<file path="src/rtl/game_pkg.sv">
// Types and sizing shared by the whack-a-mole game blocks and the LFSR random source.
package game_pkg;

    typedef enum logic [2:0] {
        IDLE,
        REQ,
        CAPTURE,
        SHOW,
        GAP
    } state_e;

    localparam int NUM_LEDS_DEFAULT = 18;
    localparam int IDX_W            = 5;
    localparam int RAND_W           = 18;

endpackage

</file>
<file path="src/rtl/mole_index_map.sv">
// Folds a random value down to a mole index and never picks the same mole twice in a row.
module mole_index_map
    import game_pkg::*;
#(
    parameter int NUM_LEDS = NUM_LEDS_DEFAULT
)(
    input  logic [RAND_W-1:0] rand_value,
    input  logic [IDX_W-1:0]  prev_idx,
    output logic [IDX_W-1:0]  idx
);

    localparam int EXT_W = IDX_W + 1;

    logic [EXT_W-1:0] raw;
    logic [IDX_W-1:0] f;
    logic             unused_rand_hi;

    // Only the low five bits are random enough to need; one subtraction suffices for 17..32 LEDs.
    assign unused_rand_hi = ^rand_value[RAND_W-1:IDX_W];
    assign raw = {1'b0, rand_value[IDX_W-1:0]};
    assign f   = (raw >= EXT_W'(NUM_LEDS)) ? IDX_W'(raw - EXT_W'(NUM_LEDS)) : raw[IDX_W-1:0];

    assign idx = (f != prev_idx)                ? f
               : (f == IDX_W'(NUM_LEDS - 1))    ? '0
               :                                  f + IDX_W'(1);

endmodule

</file>
<file path="src/rtl/mole_spawner.sv">
// Requests a random mole, lights it for a bounded time and judges switch hits against it.
module mole_spawner
    import game_pkg::*;
#(
    parameter int NUM_LEDS   = NUM_LEDS_DEFAULT,
    parameter int ON_CYCLES  = 50000000,
    parameter int GAP_CYCLES = 12500000,
    parameter int SCORE_W    = 8
)(
    input  logic                clk,
    input  logic                reset,
    input  logic                enable,
    input  logic                score_clr,
    input  logic [RAND_W-1:0]   rand_value,
    output logic                rand_req,
    input  logic [NUM_LEDS-1:0] hit_sw,
    output logic [NUM_LEDS-1:0] led_mole,
    output logic                hit_pulse,
    output logic                miss_pulse,
    output logic                wrong_pulse,
    output logic [SCORE_W-1:0]  score
);

    localparam int TMR_MAX = (ON_CYCLES > GAP_CYCLES) ? ON_CYCLES : GAP_CYCLES;
    localparam int TMR_W   = $clog2(TMR_MAX + 1);
    localparam logic [TMR_W-1:0]    ON_LOAD  = TMR_W'(ON_CYCLES - 1);
    localparam logic [TMR_W-1:0]    GAP_LOAD = TMR_W'(GAP_CYCLES - 1);
    localparam logic [NUM_LEDS-1:0] LED_ONE  = NUM_LEDS'(1);

    state_e              state_q;
    logic [TMR_W-1:0]    timer_q;
    logic [IDX_W-1:0]    prev_idx_q;
    logic [IDX_W-1:0]    idx_d;
    logic [NUM_LEDS-1:0] hit_sw_d_q;
    logic [NUM_LEDS-1:0] led_q;
    logic [NUM_LEDS-1:0] rise_d;
    logic                req_q;
    logic                hit_q;
    logic                miss_q;
    logic                wrong_q;
    logic [SCORE_W-1:0]  score_q;
    logic                hit_now;
    logic                wrong_now;

    mole_index_map #(.NUM_LEDS(NUM_LEDS)) u_index_map (
        .rand_value (rand_value),
        .prev_idx   (prev_idx_q),
        .idx        (idx_d)
    );

    // led_q is one-hot while a mole is lit, so it doubles as the hit mask.
    assign rise_d    = hit_sw & ~hit_sw_d_q;
    assign hit_now   = |(rise_d & led_q);
    assign wrong_now = |(rise_d & ~led_q);

    always_ff @(posedge clk) begin
        if (reset) begin
            state_q     <= IDLE;
            timer_q     <= '0;
            prev_idx_q  <= '0;
            hit_sw_d_q  <= '0;
            led_q       <= '0;
            req_q       <= 1'b0;
            hit_q       <= 1'b0;
            miss_q      <= 1'b0;
            wrong_q     <= 1'b0;
            score_q     <= '0;
        end else begin
            hit_sw_d_q <= hit_sw;
            req_q      <= 1'b0;
            hit_q      <= 1'b0;
            miss_q     <= 1'b0;
            wrong_q    <= 1'b0;

            if (!enable) begin
                state_q <= IDLE;
                led_q   <= '0;
            end else begin
                case (state_q)
                    IDLE: begin
                        state_q <= REQ;
                        req_q   <= 1'b1;
                    end
                    REQ: begin
                        state_q <= CAPTURE;
                    end
                    CAPTURE: begin
                        if (rand_value == '0) begin
                            state_q <= REQ;
                            req_q   <= 1'b1;
                        end else begin
                            prev_idx_q <= idx_d;
                            led_q      <= LED_ONE << idx_d;
                            timer_q    <= ON_LOAD;
                            state_q    <= SHOW;
                        end
                    end
                    SHOW: begin
                        if (hit_now) begin
                            hit_q   <= 1'b1;
                            led_q   <= '0;
                            timer_q <= GAP_LOAD;
                            state_q <= GAP;
                            if (score_q != '1) begin
                                score_q <= score_q + SCORE_W'(1);
                            end
                        end else if (timer_q == '0) begin
                            miss_q  <= 1'b1;
                            led_q   <= '0;
                            timer_q <= GAP_LOAD;
                            state_q <= GAP;
                        end else begin
                            timer_q <= timer_q - TMR_W'(1);
                            wrong_q <= wrong_now;
                        end
                    end
                    GAP: begin
                        if (timer_q == '0) begin
                            state_q <= REQ;
                            req_q   <= 1'b1;
                        end else begin
                            timer_q <= timer_q - TMR_W'(1);
                        end
                    end
                    default: begin
                        state_q <= IDLE;
                        led_q   <= '0;
                    end
                endcase
            end

            // Placed last so a clear overrides a same-cycle hit increment.
            if (score_clr) begin
                score_q <= '0;
            end
        end
    end

    assign rand_req    = req_q;
    assign led_mole    = led_q;
    assign hit_pulse   = hit_q;
    assign miss_pulse  = miss_q;
    assign wrong_pulse = wrong_q;
    assign score       = score_q;

endmodule

</file>
<file path="config.mk">
export PLATFORM = sky130hd
export DESIGN_NAME = mole_spawner
export DESIGN_NICKNAME = d
export VERILOG_FILES = /design/src/rtl/game_pkg.sv /design/src/rtl/mole_index_map.sv /design/src/rtl/mole_spawner.sv
export SDC_FILE = /design/constraint.sdc
export NUM_CORES = 1
export LEC_CHECK = 0
export BUFFER_PORTS_ARGS = -buffer_cell sky130_fd_sc_hd__buf_4
export CAP_MARGIN = 20
export CELL_PAD_IN_SITES_DETAIL_PLACEMENT = 0
export CELL_PAD_IN_SITES_GLOBAL_PLACEMENT = 1
export CORE_MARGIN = 2
export CORE_UTILIZATION = 45
export DETAILED_ROUTE_END_ITERATION = 6
export PLACE_DENSITY = 0.94
export SKIP_LAST_GASP = 1
export SLEW_MARGIN = 20
export SYNTH_ARGS = -nofsm -noshare
export SYNTH_HDL_FRONTEND = slang
export SYNTH_SLANG_ARGS = --single-unit
</file>
<file path="constraint.sdc">
create_clock -name clk -period 8 [get_ports clk]
set_input_delay 0.8 -clock clk [delete_from_list [all_inputs] [get_ports clk]]
set_output_delay 0.8 -clock clk [all_outputs]
set_load 0.03 [all_outputs]
</file>
==> impl_metrics.env <==
export IMPL_synthArstFlopShare_pct=0
export IMPL_dieWidth_um=103
export IMPL_crit_path_max_fanout=9
export IMPL_hold_class="flop to flop"
export IMPL_cts_max_level=3
export IMPL_vias=4157
export IMPL_reg2reg_from="timer_q[14]"
export IMPL_drt_iter0_markers=253
export IMPL_holdPathEnd="timer_q[22]"
export IMPL_setup_viol=0
export IMPL_crit_path_end_kind="flop"
export IMPL_p_leak_uw=0.00193
export IMPL_cap_viol_max_count=0
export IMPL_groute_usage_overall_pct=21.4
export IMPL_ioPinCount=70
export IMPL_fin_skew_ns=0.00918
export IMPL_cts_resized=0
export IMPL_seqCellArea_mm2=0.00164
export IMPL_power_density_mw_per_mm2=166
export IMPL_startpoint_type="primary input"
export IMPL_final_cell_mix="82 x dfxtp_1, 70 x buf_4, 42 x nand2_1"
export IMPL_cts_tree="done"
export IMPL_vias_per_cell=5.69
export IMPL_grt_ovfl_total=0
export IMPL_first_global_vias=3713
export IMPL_first_pass_iters=4
export IMPL_final_area_mm2=0.00520
export IMPL_timing_final_hold_violations=0
export IMPL_start_util_pct=45.9
export IMPL_final_util_pct=54.0
export IMPL_finalCritPeriodShare_pct=42.1
export IMPL_gp_congestion=0.873
export IMPL_clock_sink_count=82
export IMPL_cts_setup_buffers=0
export IMPL_drv_slew=0
export IMPL_cp_cell_sequence="buf_4 > inv_1 > ha_1 > nor2b_1 > a21o_1 > xnor2_1 > inv_1 > ha_1 > inv_1 > nor4_1 > mux2i_1 > nand3_1 > o21ai_0"
export IMPL_cp_required_ns=8.28
export IMPL_rsz0062_at_grt="false"
export IMPL_syn_area_per_cell_um2=8.26
export IMPL_crit_buf_inv=4
export IMPL_cts_hold_buffers=0
export IMPL_rows=36
export IMPL_synth_cell_types=63
export IMPL_grt_util_met3_pct=4.54
export IMPL_critPathKind="primary input to flop"
export IMPL_numCtsBuffers=9
export IMPL_outcome="finished, final reports clean"
export IMPL_yosys_most_used_dff="dfxtp_1"
export IMPL_worst_pin_slew_ns=0.858
export IMPL_yosysTopAreaCell="dfxtp_1"
export IMPL_rr_endpoint="timer_q[2]"
export IMPL_multi_input_area_mm2=0.00258
export IMPL_fin_crit_ns=3.36
export IMPL_yosysTopAreaCellShare_pct=37.1
export IMPL_drive_above_1_share_pct=16.4
export IMPL_cpMostUsedCell="inv_1"
export IMPL_slowest_delay_ns=0.48
export IMPL_yosysWarningCount=0
export IMPL_synth_area_mm2=0.00442
export IMPL_postRouteAntennaNets=0
export IMPL_synth_edf_count=0
export IMPL_fill_cells=938
export IMPL_crit_arrival_ns=3.65
export IMPL_yosysSeqAreaShare_pct=37.1
export IMPL_syn_num_nets=581
export IMPL_synthCells=535
export IMPL_ir_drop_uv=72.0
export IMPL_r2r_slack_ns=5.08
export IMPL_holdPathStages=2
export IMPL_grt_first_pass_wirelength_mm=17.8
export IMPL_fin_cells=731
export IMPL_fmax_mhz=297
export IMPL_synth_top_cells_by_area="dfxtp_1 37%, nand2_1 3.6%, nor2b_1 3.5%"
export IMPL_grt_met2_usage_pct=33.9
export IMPL_drc=0
export IMPL_cpLargestDelayFamily="simple AND/OR/NAND/NOR gates"
export IMPL_totalWireLength_mm=11.4
export IMPL_areaGrowthSynthToFinish_pct=17.7
export IMPL_port_buffers=69
export IMPL_cts_buffer_depth=2
export IMPL_min_delay_start="timer_q[22]"
export IMPL_core_area_mm2=0.00964
export IMPL_cts_root_buf="clkbuf_8"
export IMPL_dieArea_mm2=0.0106
export IMPL_slowest_stage="nor2b_1"
export IMPL_dp_cells=715
export IMPL_finalSetupTns_ns=0
export IMPL_reg2regPathDepth=7
export IMPL_slew_headroom_pct=42.4
export IMPL_grt_busiest_layer="met2"
export IMPL_clock_latency_ns=0.36
export IMPL_die_y_um=103
export IMPL_synth_seq_cells=82
export IMPL_wl_per_cell_um=15.6
export IMPL_postPlaceCellArea_mm2=0.00501
export IMPL_use_met1_pct=28.4
export IMPL_antenna_found_initial=0
export IMPL_final_nets=639
export IMPL_layout_commonest_cell="dfxtp_1"
export IMPL_cts_clk_slew_worst_paths_ns=0.08
export IMPL_grt_max_degree=52
export IMPL_antennaDiodeCount=0
export IMPL_power_uw=862
export IMPL_dp_hpwl_mm=8.34
-- sequential cells by signal, indices dropped and copies added, names as in the netlist --
name and count:
hit_pulse 1, wrong_pulse 1, hit_sw_d_q 18, led_mole 18
score 8, miss_pulse 1, timer_q 26, state_q 3
rand_req 1, prev_idx_q 5
-- per-layer routing --
| metal | wire length, µm | share of wire, % | up-vias |
|---|---|---|---|
| met5 | 0 | 0 | - |
| met4 | 218 | 1.9 | 0 |
| met3 | 524 | 4.6 | 16 |
| met2 | 5230 | 46 | 97 |
| met1 | 5420 | 48 | 1967 |
| li1 | - | - | 2077 |
-- kinds of logic after synthesis --
group / share of synthesized area [%]
adder cells (fa/ha/maj): 1.70
flip-flops: 37.1
AND/OR/NAND/NOR: 32.4
XOR/XNOR: 4.36
multiplexers: 1.61
buffers and inverters: 4.44
AO/OA/AOI/OAI: 18.4
-- cell usage after synthesis (all sizes together), types with 8 or more instances --
cell / instances
nand3: 16
a21oi: 25
dfxtp: 82
nand2: 42
inv: 23
o21ai: 36
nor3b: 16
a211oi: 8
xnor2: 13
nor2b: 25
nor4: 19
a31oi: 8
clkbuf: 16
nand3b: 19
nor3: 22
xor2: 9
nor2: 40
nand4: 14
-- area by class of cell --
class | count | area share, %
clock buffers | 14 | 3.13
clock inverters | 2 | 0.673
inverters | 24 | 1.73
multi-input cells | 406 | 49.6
flip-flops and latches | 82 | 31.5
well taps | 133 | 3.20
repair buffers | 70 | 10.1
-- worst max-delay path by stage --
stage                       start     endpoint  cells past startpoint
global placement    rand_value[1]  led_mole[8]                     13
detailed placement  rand_value[1]  led_mole[8]                     13
CTS                 rand_value[1]  led_mole[8]                     13
finish              rand_value[1]  led_mole[8]                     13
floorplan           rand_value[1]  led_mole[4]                     12
global route        rand_value[1]  led_mole[8]                     13
-- where the power goes --
| group | internal, µW | switching, µW |
|---|---|---|
| logic | 52.5 | 80.3 |
| registers | 418 | 7.71 |
| clock network | 161 | 143 |
-- per-stage QoR --
stage / hold slack, ns / worst slack (ns)
6_report: 0.499 / 4.64
5_1_grt: 0.508 / 4.38
4_1_cts: 0.500 / 4.69
3_5_place_dp: 0.487 / 4.34
3_3_place_gp: 0.474 / 4.46
2_1_floorplan: 0.455 / 4.72
-- tightest hold or removal path, cell delays in order, from the launching register on --
cell	delay, ns
dfxtp_1	0.34
inv_1	0.06
a211oi_1	0.05
Note: power is estimated with default switching activity, not from simulation.
